**src/rtl/posit_pkg.sv**
```systemverilog
// Shared definitions for the posit warp scheduler: opcodes, datapath op
// encoding, FSM states, the queued command layout and small decode helpers.
package posit_pkg;

    localparam logic [3:0] OP_ADD = 4'b0011;
    localparam logic [3:0] OP_MUL = 4'b0100;
    localparam logic [3:0] OP_DIV = 4'b0101;

    localparam int BLOCKDIM_MAX = 16;

    typedef enum logic [1:0] {
        DP_ADD = 2'b00,
        DP_MUL = 2'b01,
        DP_DIV = 2'b10
    } dp_op_t;

    typedef enum logic [2:0] {
        ST_IDLE  = 3'd0,
        ST_ISSUE = 3'd1,
        ST_WAIT  = 3'd2,
        ST_NEXT  = 3'd3,
        ST_DONE  = 3'd4
    } state_t;

    typedef struct packed {
        logic [3:0] op;
        logic [1:0] ra;
        logic [1:0] rb;
        logic [1:0] rd;
        logic [4:0] blockdim;
    } cmd_t;

    function automatic logic op_is_valid(input logic [3:0] op);
        return (op == OP_ADD) || (op == OP_MUL) || (op == OP_DIV);
    endfunction

    function automatic dp_op_t op_to_dp(input logic [3:0] op);
        case (op)
            OP_MUL:  return DP_MUL;
            OP_DIV:  return DP_DIV;
            default: return DP_ADD;
        endcase
    endfunction

    // Lanes still holding elements for this warp, lowest lanes first.
    function automatic logic [3:0] lane_mask(input logic [4:0] rem);
        if (rem >= 5'd4) begin
            return 4'b1111;
        end
        case (rem[1:0])
            2'd3:    return 4'b0111;
            2'd2:    return 4'b0011;
            2'd1:    return 4'b0001;
            default: return 4'b0000;
        endcase
    endfunction

endpackage

```
**src/rtl/posit_cmd_fifo.sv**
```systemverilog
// Small synchronous FIFO holding queued scheduler commands.
// Pushes into a full queue and pops from an empty one are ignored.
module posit_cmd_fifo #(
    parameter int WIDTH = 15,
    parameter int DEPTH = 4
) (
    input  logic             clk,
    input  logic             rst,
    input  logic             push,
    input  logic             pop,
    input  logic [WIDTH-1:0] wdata,
    output logic [WIDTH-1:0] rdata,
    output logic             full,
    output logic             empty
);

    localparam int AW = (DEPTH > 1) ? $clog2(DEPTH) : 1;

    logic [WIDTH-1:0] mem [DEPTH];
    logic [AW-1:0]    wr_ptr;
    logic [AW-1:0]    rd_ptr;
    logic [AW:0]      count;
    logic             push_ok;
    logic             pop_ok;

    assign full    = (count == (AW + 1)'(DEPTH));
    assign empty   = (count == '0);
    assign push_ok = push && !full;
    assign pop_ok  = pop && !empty;
    assign rdata   = mem[rd_ptr];

    // Pointer and occupancy bookkeeping; pointers wrap naturally (power-of-two depth).
    always_ff @(posedge clk) begin
        if (!rst) begin
            wr_ptr <= '0;
            rd_ptr <= '0;
            count  <= '0;
        end else begin
            if (push_ok) begin
                wr_ptr <= wr_ptr + 1'b1;
            end
            if (pop_ok) begin
                rd_ptr <= rd_ptr + 1'b1;
            end
            case ({push_ok, pop_ok})
                2'b10:   count <= count + 1'b1;
                2'b01:   count <= count - 1'b1;
                default: count <= count;
            endcase
        end
    end

    // Storage array; contents need no reset because occupancy gates every read.
    always_ff @(posedge clk) begin
        if (push_ok) begin
            mem[wr_ptr] <= wdata;
        end
    end

endmodule

```
**src/rtl/posit_warp_scheduler.sv**
```systemverilog
// Splits queued posit commands into warps of up to four elements and drives
// the 4-lane posit datapath one warp at a time, with a WAIT-state timeout.
module posit_warp_scheduler
    import posit_pkg::*;
#(
    parameter int FIFO_DEPTH = 4,
    parameter int TIMEOUT    = 255
) (
    input  logic       clk,
    input  logic       rst,
    input  logic       cmd_valid_i,
    output logic       cmd_ready_o,
    input  logic [3:0] cmd_op_i,
    input  logic [1:0] cmd_ra_i,
    input  logic [1:0] cmd_rb_i,
    input  logic [1:0] cmd_rd_i,
    input  logic       blockdim_we_i,
    input  logic [4:0] blockdim_i,
    input  logic       err_clr_i,
    output logic       dp_start_o,
    output logic [1:0] dp_op_o,
    output logic [1:0] dp_ra_o,
    output logic [1:0] dp_rb_o,
    output logic [1:0] dp_rd_o,
    output logic [1:0] dp_warp_o,
    output logic [3:0] dp_lane_en_o,
    input  logic       dp_done_i,
    output logic       busy_o,
    output logic       cmd_done_o,
    output logic       err_o
);

    localparam int TW = $clog2(TIMEOUT + 1);

    state_t        state;
    state_t        state_next;
    logic [1:0]    warp;
    logic [1:0]    warp_next;
    logic [TW-1:0] wait_cnt;
    logic [TW-1:0] wait_cnt_next;
    logic [4:0]    shadow;
    logic          err_set;
    logic          fifo_full;
    logic          fifo_empty;
    logic          push;
    logic          pop;
    cmd_t          push_entry;
    cmd_t          head;
    logic [4:0]    rem;
    logic [2:0]    warp_inc;
    logic [4:0]    next_base;

    assign push        = cmd_valid_i && cmd_ready_o;
    assign cmd_ready_o = !fifo_full;
    assign busy_o      = (state != ST_IDLE);
    assign push_entry  = '{op: cmd_op_i, ra: cmd_ra_i, rb: cmd_rb_i, rd: cmd_rd_i, blockdim: shadow};
    assign rem         = head.blockdim - {1'b0, warp, 2'b00};
    assign warp_inc    = {1'b0, warp} + 3'd1;
    assign next_base   = {warp_inc, 2'b00};

    posit_cmd_fifo #(
        .WIDTH ($bits(cmd_t)),
        .DEPTH (FIFO_DEPTH)
    ) u_fifo (
        .clk   (clk),
        .rst   (rst),
        .push  (push),
        .pop   (pop),
        .wdata (push_entry),
        .rdata (head),
        .full  (fifo_full),
        .empty (fifo_empty)
    );

    // Blockdim shadow register; oversized element counts clamp to one full block.
    always_ff @(posedge clk) begin
        if (!rst) begin
            shadow <= '0;
        end else if (blockdim_we_i) begin
            shadow <= (blockdim_i > 5'(BLOCKDIM_MAX)) ? 5'(BLOCKDIM_MAX) : blockdim_i;
        end
    end

    // FSM state, warp index and WAIT cycle counter.
    always_ff @(posedge clk) begin
        if (!rst) begin
            state    <= ST_IDLE;
            warp     <= '0;
            wait_cnt <= '0;
        end else begin
            state    <= state_next;
            warp     <= warp_next;
            wait_cnt <= wait_cnt_next;
        end
    end

    // Sticky error flag; a new error outranks a simultaneous clear.
    always_ff @(posedge clk) begin
        if (!rst) begin
            err_o <= 1'b0;
        end else if (err_set) begin
            err_o <= 1'b1;
        end else if (err_clr_i) begin
            err_o <= 1'b0;
        end
    end

    // Next-state logic plus the start/done/pop strobes.
    always_comb begin
        state_next    = state;
        warp_next     = warp;
        wait_cnt_next = wait_cnt;
        err_set       = 1'b0;
        pop           = 1'b0;
        dp_start_o    = 1'b0;
        cmd_done_o    = 1'b0;
        case (state)
            ST_IDLE: begin
                if (!fifo_empty) begin
                    warp_next = '0;
                    if ((head.blockdim == 5'd0) || !op_is_valid(head.op)) begin
                        err_set    = 1'b1;
                        state_next = ST_DONE;
                    end else begin
                        state_next = ST_ISSUE;
                    end
                end
            end
            ST_ISSUE: begin
                dp_start_o    = 1'b1;
                wait_cnt_next = '0;
                state_next    = ST_WAIT;
            end
            ST_WAIT: begin
                if (dp_done_i) begin
                    state_next = ST_NEXT;
                end else if (wait_cnt == TW'(TIMEOUT - 1)) begin
                    err_set    = 1'b1;
                    state_next = ST_DONE;
                end else begin
                    wait_cnt_next = wait_cnt + 1'b1;
                end
            end
            ST_NEXT: begin
                warp_next  = warp_inc[1:0];
                state_next = (next_base < head.blockdim) ? ST_ISSUE : ST_DONE;
            end
            ST_DONE: begin
                cmd_done_o = 1'b1;
                pop        = 1'b1;
                warp_next  = '0;
                state_next = ST_IDLE;
            end
            default: begin
                state_next = ST_IDLE;
            end
        endcase
    end

    // Datapath operand bus, held from the head entry while a warp is in flight.
    always_comb begin
        dp_op_o      = '0;
        dp_ra_o      = '0;
        dp_rb_o      = '0;
        dp_rd_o      = '0;
        dp_warp_o    = '0;
        dp_lane_en_o = '0;
        if ((state == ST_ISSUE) || (state == ST_WAIT)) begin
            dp_op_o      = op_to_dp(head.op);
            dp_ra_o      = head.ra;
            dp_rb_o      = head.rb;
            dp_rd_o      = head.rd;
            dp_warp_o    = warp;
            dp_lane_en_o = lane_mask(rem);
        end
    end

endmodule

```
**config.mk**
```make
export PLATFORM = sky130hd
export DESIGN_NAME = posit_warp_scheduler
export DESIGN_NICKNAME = d
export VERILOG_FILES = /design/src/rtl/posit_pkg.sv /design/src/rtl/posit_cmd_fifo.sv /design/src/rtl/posit_warp_scheduler.sv
export SDC_FILE = /design/constraint.sdc
export NUM_CORES = 1
export LEC_CHECK = 0
export BUFFER_PORTS_ARGS = -buffer_cell sky130_fd_sc_hd__buf_2
export CAP_MARGIN = 25
export CORE_ASPECT_RATIO = 0.9
export CORE_MARGIN = 4
export CORE_UTILIZATION = 45
export DETAILED_ROUTE_END_ITERATION = 10
export PLACE_DENSITY = 0.68
export SLEW_MARGIN = 10
export SYNTH_ARGS = -nofsm -noshare
export SYNTH_HDL_FRONTEND = slang
export SYNTH_SLANG_ARGS = --single-unit
```
**constraint.sdc**
```tcl
create_clock -name clk -period 6.37 [get_ports clk]
set_input_delay 0.9555 -clock clk [delete_from_list [all_inputs] [get_ports clk]]
set_output_delay 0.9555 -clock clk [all_outputs]
set_load 0.05 [all_outputs]
```
==> impl_metrics.env, run 1 <==
export IMPL_place_congestion=0.777
export IMPL_start_util=0.471
export IMPL_row_count=31
export IMPL_yosys_warnings=0
export IMPL_cts_hold_fix_buffers=0
export IMPL_arrival_ns=3.36
export IMPL_p_seq_frac=0.514
export IMPL_leakage_uw=0.00160
export IMPL_dr_pass1_iters=4
export IMPL_diodes=0
export IMPL_ys_flop_type="edfxtp_1"
export IMPL_synthCells=276
export IMPL_slew_headroom=0.415
export IMPL_finalPower_uw=1320
export IMPL_outcome="finished clean"
export IMPL_fin_ws_ns=2.05
export IMPL_grt_usage=0.146
export IMPL_p_sw_frac=0.293
export IMPL_synthTopCellsByArea="edfxtp_1 47%, dfxtp_1 15%, mux4_2 8.8%, ha_1 4.2%, nor2_1 2.6%"
export IMPL_synth_async_reset_ratio=0
export IMPL_dieHeight_um=95.8
export IMPL_drv_slew=0
export IMPL_antenna_found_initial=0
export IMPL_core_area_sq_mm=0.00818
export IMPL_vias=2212
export IMPL_post_cts_repair_setup_buffers=0
export IMPL_final_cell_mix="60 x edfxtp_1, 39 x buf_2, 28 x dfxtp_1"
export IMPL_worstPathRequired_ns=5.41
export IMPL_power_frac_comb=0.192
export IMPL_seq_area_sq_mm=0.00236
export IMPL_path_clk_slew_ns=0.08
export IMPL_grt_overflow=0
export IMPL_final_nets=357
export IMPL_drc_errors=0
export IMPL_yosysTopAreaCell="edfxtp_1"
export IMPL_vdd_ir_drop_max_mv=0.135
export IMPL_grt_pass1_wl_um=11300
export IMPL_final_cells=441
export IMPL_root_buffer="clkbuf_8"
export IMPL_wl_um=6740
export IMPL_skew_ns=0.0107
export IMPL_clkPwrFrac=0.294
export IMPL_wire_per_inst_um=15.3
export IMPL_power_density_mw_per_mm2=302
export IMPL_critical_path_class="reg -> out"
export IMPL_min_period_ns=4.32
export IMPL_nFillCells=688
export IMPL_fmax_mhz=232
export IMPL_ys_seq_elements=88
export IMPL_worst_skew_pair_late_latency_ns=0.35
export IMPL_area_growth_pct=13.0
export IMPL_synth_cell_type_count=51
export IMPL_tightest_slew_ns=0.877
export IMPL_dieArea_sq_mm=0.0101
export IMPL_syn_area_sq_mm=0.00385
export IMPL_dp_slack_ns=2.19
export IMPL_dr_first_iter_drc_count=93
export IMPL_dp_cells=424
export IMPL_synth_edf_count=60
export IMPL_multi_input_area_sq_mm=0.00137
export IMPL_cts_htree_levels=3
export IMPL_cts_buffer_depth=2
export IMPL_ios=40
export IMPL_grt_max_degree=22
export IMPL_period_share=0.678
export IMPL_die_w_um=106
export IMPL_synth_net_count=312
export IMPL_portBuffers=39
export IMPL_rsz0062_at_grt="false"
export IMPL_cts_buffers=9
export IMPL_final_common_cell="edfxtp_1"
export IMPL_min_path_type="reg -> reg"
export IMPL_switchingPower_uw=386
export IMPL_place_hpwl_um=4700
export IMPL_final_hold_violation_count=0
export IMPL_worstPathMaxFanout=8
export IMPL_ant_nets=0
export IMPL_numClockSinks=88
export IMPL_synth_top_area_share=0.468
export IMPL_cap_violations=0
export IMPL_cts_resized_gates=0
export IMPL_crit_path_end_kind="primary output"
export IMPL_avgSynthCellArea_sq_um=14.0
export IMPL_seq_area_frac_synth=0.613
export IMPL_viasPerCell=5.02
export IMPL_setup_viol=0
export IMPL_startpoint_type="flop"
export IMPL_cts_tree="done"
export IMPL_setup_tns_ns=0
export IMPL_drive_gt1_frac=0.245
export IMPL_p_int_uw=932
export IMPL_grt_pass1_vias=2300
layout make-up:
| class | instances | share of cell area |
|---|---|---|
| clock buffer | 10 | 0.0293 |
| clock inverter | 6 | 0.0169 |
| timing repair buffer | 40 | 0.0483 |
| inverter | 17 | 0.0147 |
| tap | 115 | 0.0330 |
| multi-input combinational | 165 | 0.315 |
| sequential | 88 | 0.542 |
registers in the layout (all words and copies together) (netlist names), named ones only:
name	count
u_fifo.rd_ptr	2
u_fifo.count	3
warp	2
u_fifo.mem	60
err_o	1
state	3
shadow	5
u_fifo.wr_ptr	2
wait_cnt	8
worst max-delay path: stages (launching register included):
cell      delay, ns
dfxtp_1        0.72
buf_8          0.23
mux4_2         0.50
clkinv_1       0.10
ha_1           0.18
fa_1           0.42
a31oi_1        0.36
o21bai_1       0.20
buf_2          0.30
final timing paths:
kind / from / to / slack [ns] / cells past startpoint
max: flop / dp_lane_en_o[0] / 2.05 / 8
min: u_fifo.wr_ptr[1] / u_fifo.wr_ptr[1] / 0.51 / 2
min reg2reg: u_fifo.wr_ptr[1] / u_fifo.wr_ptr[1] / 0.51 / 2
max reg2reg: flop / state[2] / 3.94 / 9
power groups by stage:
stage / Combinational (uW) / Clock, uW / Sequential (uW)
after global routing: 279 / 425 / 683
after global placement: 244 / 0 / 693
after CTS: 249 / 398 / 682
after detailed placement: 249 / 0 / 695
after floorplan: 203 / 0 / 683
final: 253 / 387 / 677
Yosys cell counts, drive strengths merged, types with 3 or more instances:
cell type   n
dfxtp      28
nor2       27
xor2        6
edfxtp     60
and2       11
clkbuf      3
nand2b      5
inv        15
mux4       15
ha         13
or3         3
nand2      12
nand3       4
nor2b       7
xnor2       7
and3        5
buf         3
nor3        3
a21oi      14
per-layer routing:
layer  vias to the layer above  wire length [um]  part of all wire  track usage
met3                         9               250             0.037       0.0409
met1                      1062              3240              0.48        0.193
li1                       1109                 -                 -            -
met5                         -                 0                 0            0
met2                        32              3170              0.47        0.235
met4                         0                86             0.013       0.0475
kinds of logic (layout without fill, tap and decap cells):
| family | Yosys count | after routing | share of synthesized area |
|---|---|---|---|
| fa+ha+maj | 15 | 15 | 0.0526 |
| mux | 16 | 16 | 0.0903 |
| buf+inv | 23 | 73 | 0.0305 |
| flops | 88 | 88 | 0.613 |
| simple gates | 89 | 89 | 0.129 |
| xor+xnor | 13 | 13 | 0.0295 |
| compound gates | 32 | 32 | 0.0549 |
through the flow:
| step | hold slack (ns) | instance area, sq um | util |
|---|---|---|---|
| 2_1_floorplan | 0.452 | 3850 | - |
| 3_3_place_gp | 0.481 | 4140 | 0.506 |
| 3_5_place_dp | 0.495 | 4140 | 0.506 |
| 4_1_cts | 0.508 | 4340 | 0.530 |
| 5_1_grt | 0.534 | 4360 | 0.532 |
| 6_report | 0.505 | 4360 | 0.532 |
Note: power is estimated with default switching activity, not from simulation.
==> run 2, diff against run 1 <==
==> constraint.sdc (replaced) <==
create_clock -name clk -period 4.4 [get_ports clk]
set_input_delay 0.66 -clock clk [delete_from_list [all_inputs] [get_ports clk]]
set_output_delay 0.66 -clock clk [all_outputs]
set_load 0.05 [all_outputs]
==> run 2 against run 1 <==
  * Die area unchanged
  * Highest routed layer unchanged
  * Via count increased by 1.6%
  * Clock power grew 31%
==> impl_metrics.env, run 2 (same netlist as run 1, synthesis figures left out) <==
export IMPL_cts_buffers=9
export IMPL_worst_skew_pair_late_latency_ns=0.36
export IMPL_largest_register="u_fifo.mem"
export IMPL_slew_headroom=0.403
export IMPL_path_clk_slew_ns=0.08
export IMPL_diodes=0
export IMPL_power_density_mw_per_mm2=427
export IMPL_grt_max_degree=22
export IMPL_grt_pass1_wl_um=11400
export IMPL_min_to="warp[0]"
export IMPL_dr_pass1_iters=4
export IMPL_die_w_um=106
export IMPL_finalPower_uw=1850
export IMPL_crit_path_end_kind="primary output"
export IMPL_cts_hold_fix_buffers=0
export IMPL_final_hold_violation_count=0
export IMPL_cts_htree_levels=3
export IMPL_cts_buffer_depth=2
export IMPL_worst_r2r_endpoint="state[2]"
export IMPL_place_hpwl_um=4670
export IMPL_worstPathMaxFanout=14
export IMPL_min_path_cells=2
export IMPL_ff2ff_path_depth=9
export IMPL_reg_top3="u_fifo.mem: 60 flops, wait_cnt: 8 flops, shadow: 5 flops"
export IMPL_antenna_found_initial=0
export IMPL_leakage_uw=0.00159
export IMPL_viasPerCell=5.08
export IMPL_drv_slew=0
export IMPL_dp_slack_ns=1.21
export IMPL_period_share=0.805
export IMPL_rsz0062_at_grt="false"
export IMPL_tightest_slew_ns=0.895
export IMPL_startpoint_type="flop"
export IMPL_outcome="finished clean"
export IMPL_ant_nets=0
export IMPL_core_area_sq_mm=0.00818
export IMPL_dr_first_iter_drc_count=72
export IMPL_final_cell_mix="60 x edfxtp_1, 39 x buf_2, 28 x dfxtp_1"
export IMPL_min_period_ns=3.54
export IMPL_fin_ws_ns=0.859
export IMPL_drc_errors=0
export IMPL_root_buffer="clkbuf_8"
export IMPL_place_congestion=0.782
export IMPL_fmax_mhz=282
export IMPL_ios=40
export IMPL_drive_gt1_frac=0.248
export IMPL_wl_um=6790
export IMPL_setup_viol=0
export IMPL_cap_violations=0
export IMPL_dpl_cell_area_sq_mm=0.00415
export IMPL_final_nets=358
export IMPL_vdd_ir_drop_max_mv=0.202
export IMPL_worstPathRequired_ns=3.74
export IMPL_skew_ns=0.0148
export IMPL_dieHeight_um=95.8
export IMPL_dieArea_sq_mm=0.0101
export IMPL_largest_reg_flops=60
export IMPL_post_cts_repair_setup_buffers=0
export IMPL_wire_per_inst_um=15.4
export IMPL_grt_pass1_vias=2300
export IMPL_hold_start="warp[0]"
export IMPL_numClockSinks=88
export IMPL_min_path_type="reg -> reg"
export IMPL_design_area_sq_mm=0.00433
export IMPL_grt_usage=0.148
export IMPL_start_util=0.471
export IMPL_arrival_ns=2.88
export IMPL_critical_path_class="reg -> out"
export IMPL_grt_overflow=0
export IMPL_cts_resized_gates=0
export IMPL_area_growth_pct=12.4
export IMPL_cts_tree="done"
export IMPL_final_util=0.529
export IMPL_row_count=31
export IMPL_reg2reg_slack_ns=2.08
export IMPL_vias=2247
export IMPL_setup_tns_ns=0
export IMPL_final_common_cell="edfxtp_1"
export IMPL_portBuffers=39
[run 2: cell count changes in the layout (fill, tap and decap cells not counted)]
cell       previous run  this run
clkinv_1              2         3
inv_6                 3         4
clkinv_4              2         1
buf_4                 0         2
bufinv_16             1         0
clkinv_2              0         1
buf_8                 1         0
clkbuf_1              1         0
[run 2: routing by layer]
| metal | vias to the layer above | routed length (um) | GRT usage |
|---|---|---|---|
| met2 | 47 | 3160 | 0.237 |
| met4 | 0 | 93 | 0.0550 |
| li1 | 1111 | - | - |
| met5 | - | 0 | 0 |
| met1 | 1082 | 3190 | 0.197 |
| met3 | 7 | 344 | 0.0389 |
[run 2: worst max path at each step]
stage                     cells past startpoint               to
after global placement                        7  dp_lane_en_o[0]
after global routing                          7  dp_lane_en_o[0]
after CTS                                     7  dp_lane_en_o[0]
after detailed placement                      7  dp_lane_en_o[0]
after floorplan                               9  dp_lane_en_o[0]
final                                         7  dp_lane_en_o[0]
[run 2: layout make-up]
| cell class | count | area (sq um) |
|---|---|---|
| multi-input cells | 165 | 1370 |
| repair buffers | 41 | 210 |
| flip-flops and latches | 88 | 2360 |
| clock inverters | 7 | 52.6 |
| clock buffers | 9 | 124 |
| well taps | 115 | 144 |
| inverters | 17 | 63.8 |
| fillers | 693 | 3850 |
[run 2: per-stage QoR]
stage | std cells | hold slack [ns]
final | 442 | 0.509
after global routing | 442 | 0.494
after CTS | 442 | 0.500
after detailed placement | 426 | 0.498
after global placement | 426 | 0.485
after floorplan | 276 | 0.452
[run 2: critical path, stage by stage, from the launching register on]
cell and delay [ns]:
dfxtp_1 0.35, buf_4 0.29, mux4_2 0.55, inv_2 0.09
fa_1 0.41, a31oi_1 0.33, o21bai_1 0.21, buf_2 0.30
[run 2: report_power, final]
group | internal (uW) | switching, uW
sequential | 941 | 32.1
clock | 211 | 296
combinational | 135 | 235
==> run 3, diff against run 2 <==
--- a/config.mk
+++ b/config.mk
@@ -5,13 +5,14 @@
 export SDC_FILE = /design/constraint.sdc
 export NUM_CORES = 1
 export LEC_CHECK = 0
+export ABC_AREA = 1
 export BUFFER_PORTS_ARGS = -buffer_cell sky130_fd_sc_hd__buf_2
 export CAP_MARGIN = 25
 export CORE_ASPECT_RATIO = 0.9
 export CORE_MARGIN = 4
 export CORE_UTILIZATION = 45
 export DETAILED_ROUTE_END_ITERATION = 10
-export PLACE_DENSITY = 0.68
+export PLACE_DENSITY = 0.7
 export SLEW_MARGIN = 10
 export SYNTH_ARGS = -nofsm -noshare
 export SYNTH_HDL_FRONTEND = slang
==> constraint.sdc (replaced) <==
create_clock -name clk -period 3.1 [get_ports clk]
set_input_delay 0.465 -clock clk [delete_from_list [all_inputs] [get_ports clk]]
set_output_delay 0.465 -clock clk [all_outputs]
set_load 0.05 [all_outputs]
==> run 3 against run 2 <==
  * Design area up 2.9%
  * Core utilization decreased by 0.65 points
  * Clock power increased by 54%
  * Highest routed layer unchanged
  * Clock-buffer cell count is the same
  * Largest cell class unchanged
==> impl_metrics.env, run 3 <==
export IMPL_synth_top_family_by_area="simple AND/OR/NAND/NOR gates"
export IMPL_grt_usage=0.157
export IMPL_syn_area_sq_mm=0.00393
export IMPL_final_hold_violation_count=0
export IMPL_yosysTopAreaCell="edfxtp_1"
export IMPL_startpoint_type="flop"
export IMPL_start_util=0.461
export IMPL_antenna_found_initial=0
export IMPL_place_congestion=0.788
export IMPL_area_growth_pct=13.4
export IMPL_synth_xor_area_share=0.00892
export IMPL_worst_skew_pair_late_latency_ns=0.36
export IMPL_period_share=0.923
export IMPL_synthTopCellsByArea="edfxtp_1 46%, dfxtp_1 14%, nand2_1 8.9%, inv_1 4.4%, ha_1 4.1%"
export IMPL_synth_common_cells="93 x nand2_1, 60 x edfxtp_1, 46 x inv_1, 37 x nor2_1, 30 x nand3_1"
export IMPL_synth_top_area_share=0.459
export IMPL_dp_cells=561
export IMPL_fmax_mhz=350
export IMPL_synth_cell_type_count=35
export IMPL_ant_nets=0
export IMPL_drive_gt1_frac=0.159
export IMPL_ys_seq_elements=88
export IMPL_skew_ns=0.0143
export IMPL_crit_path_end_kind="primary output"
export IMPL_min_path_type="in -> reg"
export IMPL_grt_max_degree=29
export IMPL_reg2reg_slack_ns=1.02
export IMPL_worstPathRequired_ns=2.63
export IMPL_grt_overflow=0
export IMPL_grt_pass1_vias=2705
export IMPL_row_count=32
export IMPL_dr_first_iter_drc_count=178
export IMPL_drc_errors=0
export IMPL_ios=40
export IMPL_multi_input_area_sq_mm=0.00129
export IMPL_final_common_cell="nand2_1"
export IMPL_power_density_mw_per_mm2=699
export IMPL_wl_um=7640
export IMPL_wire_per_inst_um=13.2
export IMPL_synth_mux_area_frac=0
export IMPL_dieHeight_um=96.6
export IMPL_worstPathMaxFanout=16
export IMPL_reg_top3="u_fifo.mem: 60 flops, wait_cnt: 8 flops, shadow: 5 flops"
export IMPL_final_nets=489
export IMPL_final_cell_mix="93 x nand2_1, 60 x edfxtp_1, 46 x inv_1"
export IMPL_cts_buffers=9
export IMPL_cap_violations=0
export IMPL_nFillCells=764
export IMPL_synth_compound_area_frac=0.0857
export IMPL_largest_register="u_fifo.mem"
export IMPL_core_area_sq_mm=0.00853
export IMPL_viasPerCell=4.86
export IMPL_cts_tree="done"
export IMPL_cts_resized_gates=0
export IMPL_cts_htree_levels=3
export IMPL_post_cts_repair_setup_buffers=0
export IMPL_portBuffers=39
export IMPL_die_w_um=106
export IMPL_dr_pass1_iters=6
export IMPL_rsz0062_at_grt="false"
export IMPL_cts_buffer_depth=2
export IMPL_synth_net_count=443
export IMPL_largest_reg_flops=60
export IMPL_synth_edf_count=60
export IMPL_yosys_area_share_simple=0.183
export IMPL_yosysMostFrequentCell="nand2_1"
export IMPL_drv_slew=0
export IMPL_vias=2805
export IMPL_diodes=0
export IMPL_cts_hold_fix_buffers=0
export IMPL_path_clk_slew_ns=0.11
export IMPL_finalPower_uw=3110
export IMPL_synthAdderAreaFrac=0.0516
export IMPL_synth_async_reset_ratio=0
export IMPL_outcome="finished clean"
export IMPL_seq_area_sq_mm=0.00236
export IMPL_ys_flop_type="edfxtp_1"
export IMPL_critical_path_class="reg -> out"
export IMPL_seq_area_frac_synth=0.601
export IMPL_leakage_uw=0.00195
export IMPL_final_cells=577
export IMPL_setup_tns_ns=0
export IMPL_root_buffer="clkbuf_8"
export IMPL_dieArea_sq_mm=0.0103
export IMPL_synthCells=407
export IMPL_avgSynthCellArea_sq_um=9.65
export IMPL_numClockSinks=88
export IMPL_arrival_ns=2.40
export IMPL_yosys_warnings=0
export IMPL_place_hpwl_um=5190
export IMPL_slew_headroom=0.650
export IMPL_tightest_slew_ns=0.523
export IMPL_grt_pass1_wl_um=12900
export IMPL_setup_viol=0
export IMPL_min_period_ns=2.86
export IMPL_vdd_ir_drop_max_mv=0.248
==> run 3: worst paths after layout <==
kind,startpoint,to,cells past startpoint
hold / removal,cmd_rd_i[0],u_fifo.mem[0][5],1
setup / recovery,flop,dp_lane_en_o[2],9
hold reg to reg,u_fifo.rd_ptr[1],flop,2
setup reg to reg,state[2],u_fifo.count[2],11
==> run 3: metal layers <==
layer,GRT usage,wire length (um)
met5,0,0
met4,0.0600,117
met3,0.0320,330
met2,0.234,3360
met1,0.226,3830
==> run 3: report_power, final <==
part           switching [uW]  internal, uW
combinational             680           242
clock                     460           319
sequential               55.7          1360
total                    1200          1920
==> run 3: critical path, stage by stage (launching register included) <==
cell	delay, ns
dfxtp_1	0.39
buf_4	0.24
nand3_1	0.10
nand2_1	0.13
ha_1	0.19
fa_1	0.42
o211ai_1	0.10
nand2_1	0.12
o21ai_1	0.10
buf_2	0.27
==> run 3: cells by family (layout without fill, tap and decap cells) <==
| kind of cell | Yosys count | in the layout |
|---|---|---|
| and+or+nand+nor | 173 | 173 |
| DFF | 88 | 88 |
| buffers and inverters | 64 | 115 |
| AOI/OAI and AO/OA | 63 | 63 |
| adders and majority gates | 15 | 15 |
| xor gates and xnor gates | 4 | 4 |
==> run 3: layout make-up <==
type / count / share of cell area
clock inverters: 7 / 0.0166
flip-flops and latches: 88 / 0.530
repair buffers: 46 / 0.0564
well taps: 119 / 0.0334
inverters: 53 / 0.0452
multi-input cells: 255 / 0.291
clock buffers: 9 / 0.0278
==> run 3: metrics by stage <==
step	hold WS, ns	util	instance area, sq um	worst slack, ns
floorplan	0.436	-	3930	0.340
global placement	0.454	0.499	4250	0.558
detailed placement	0.468	0.499	4250	0.518
CTS	0.298	0.522	4450	0.112
global route	0.291	0.523	4460	0.0241
finish	0.308	0.523	4460	0.239
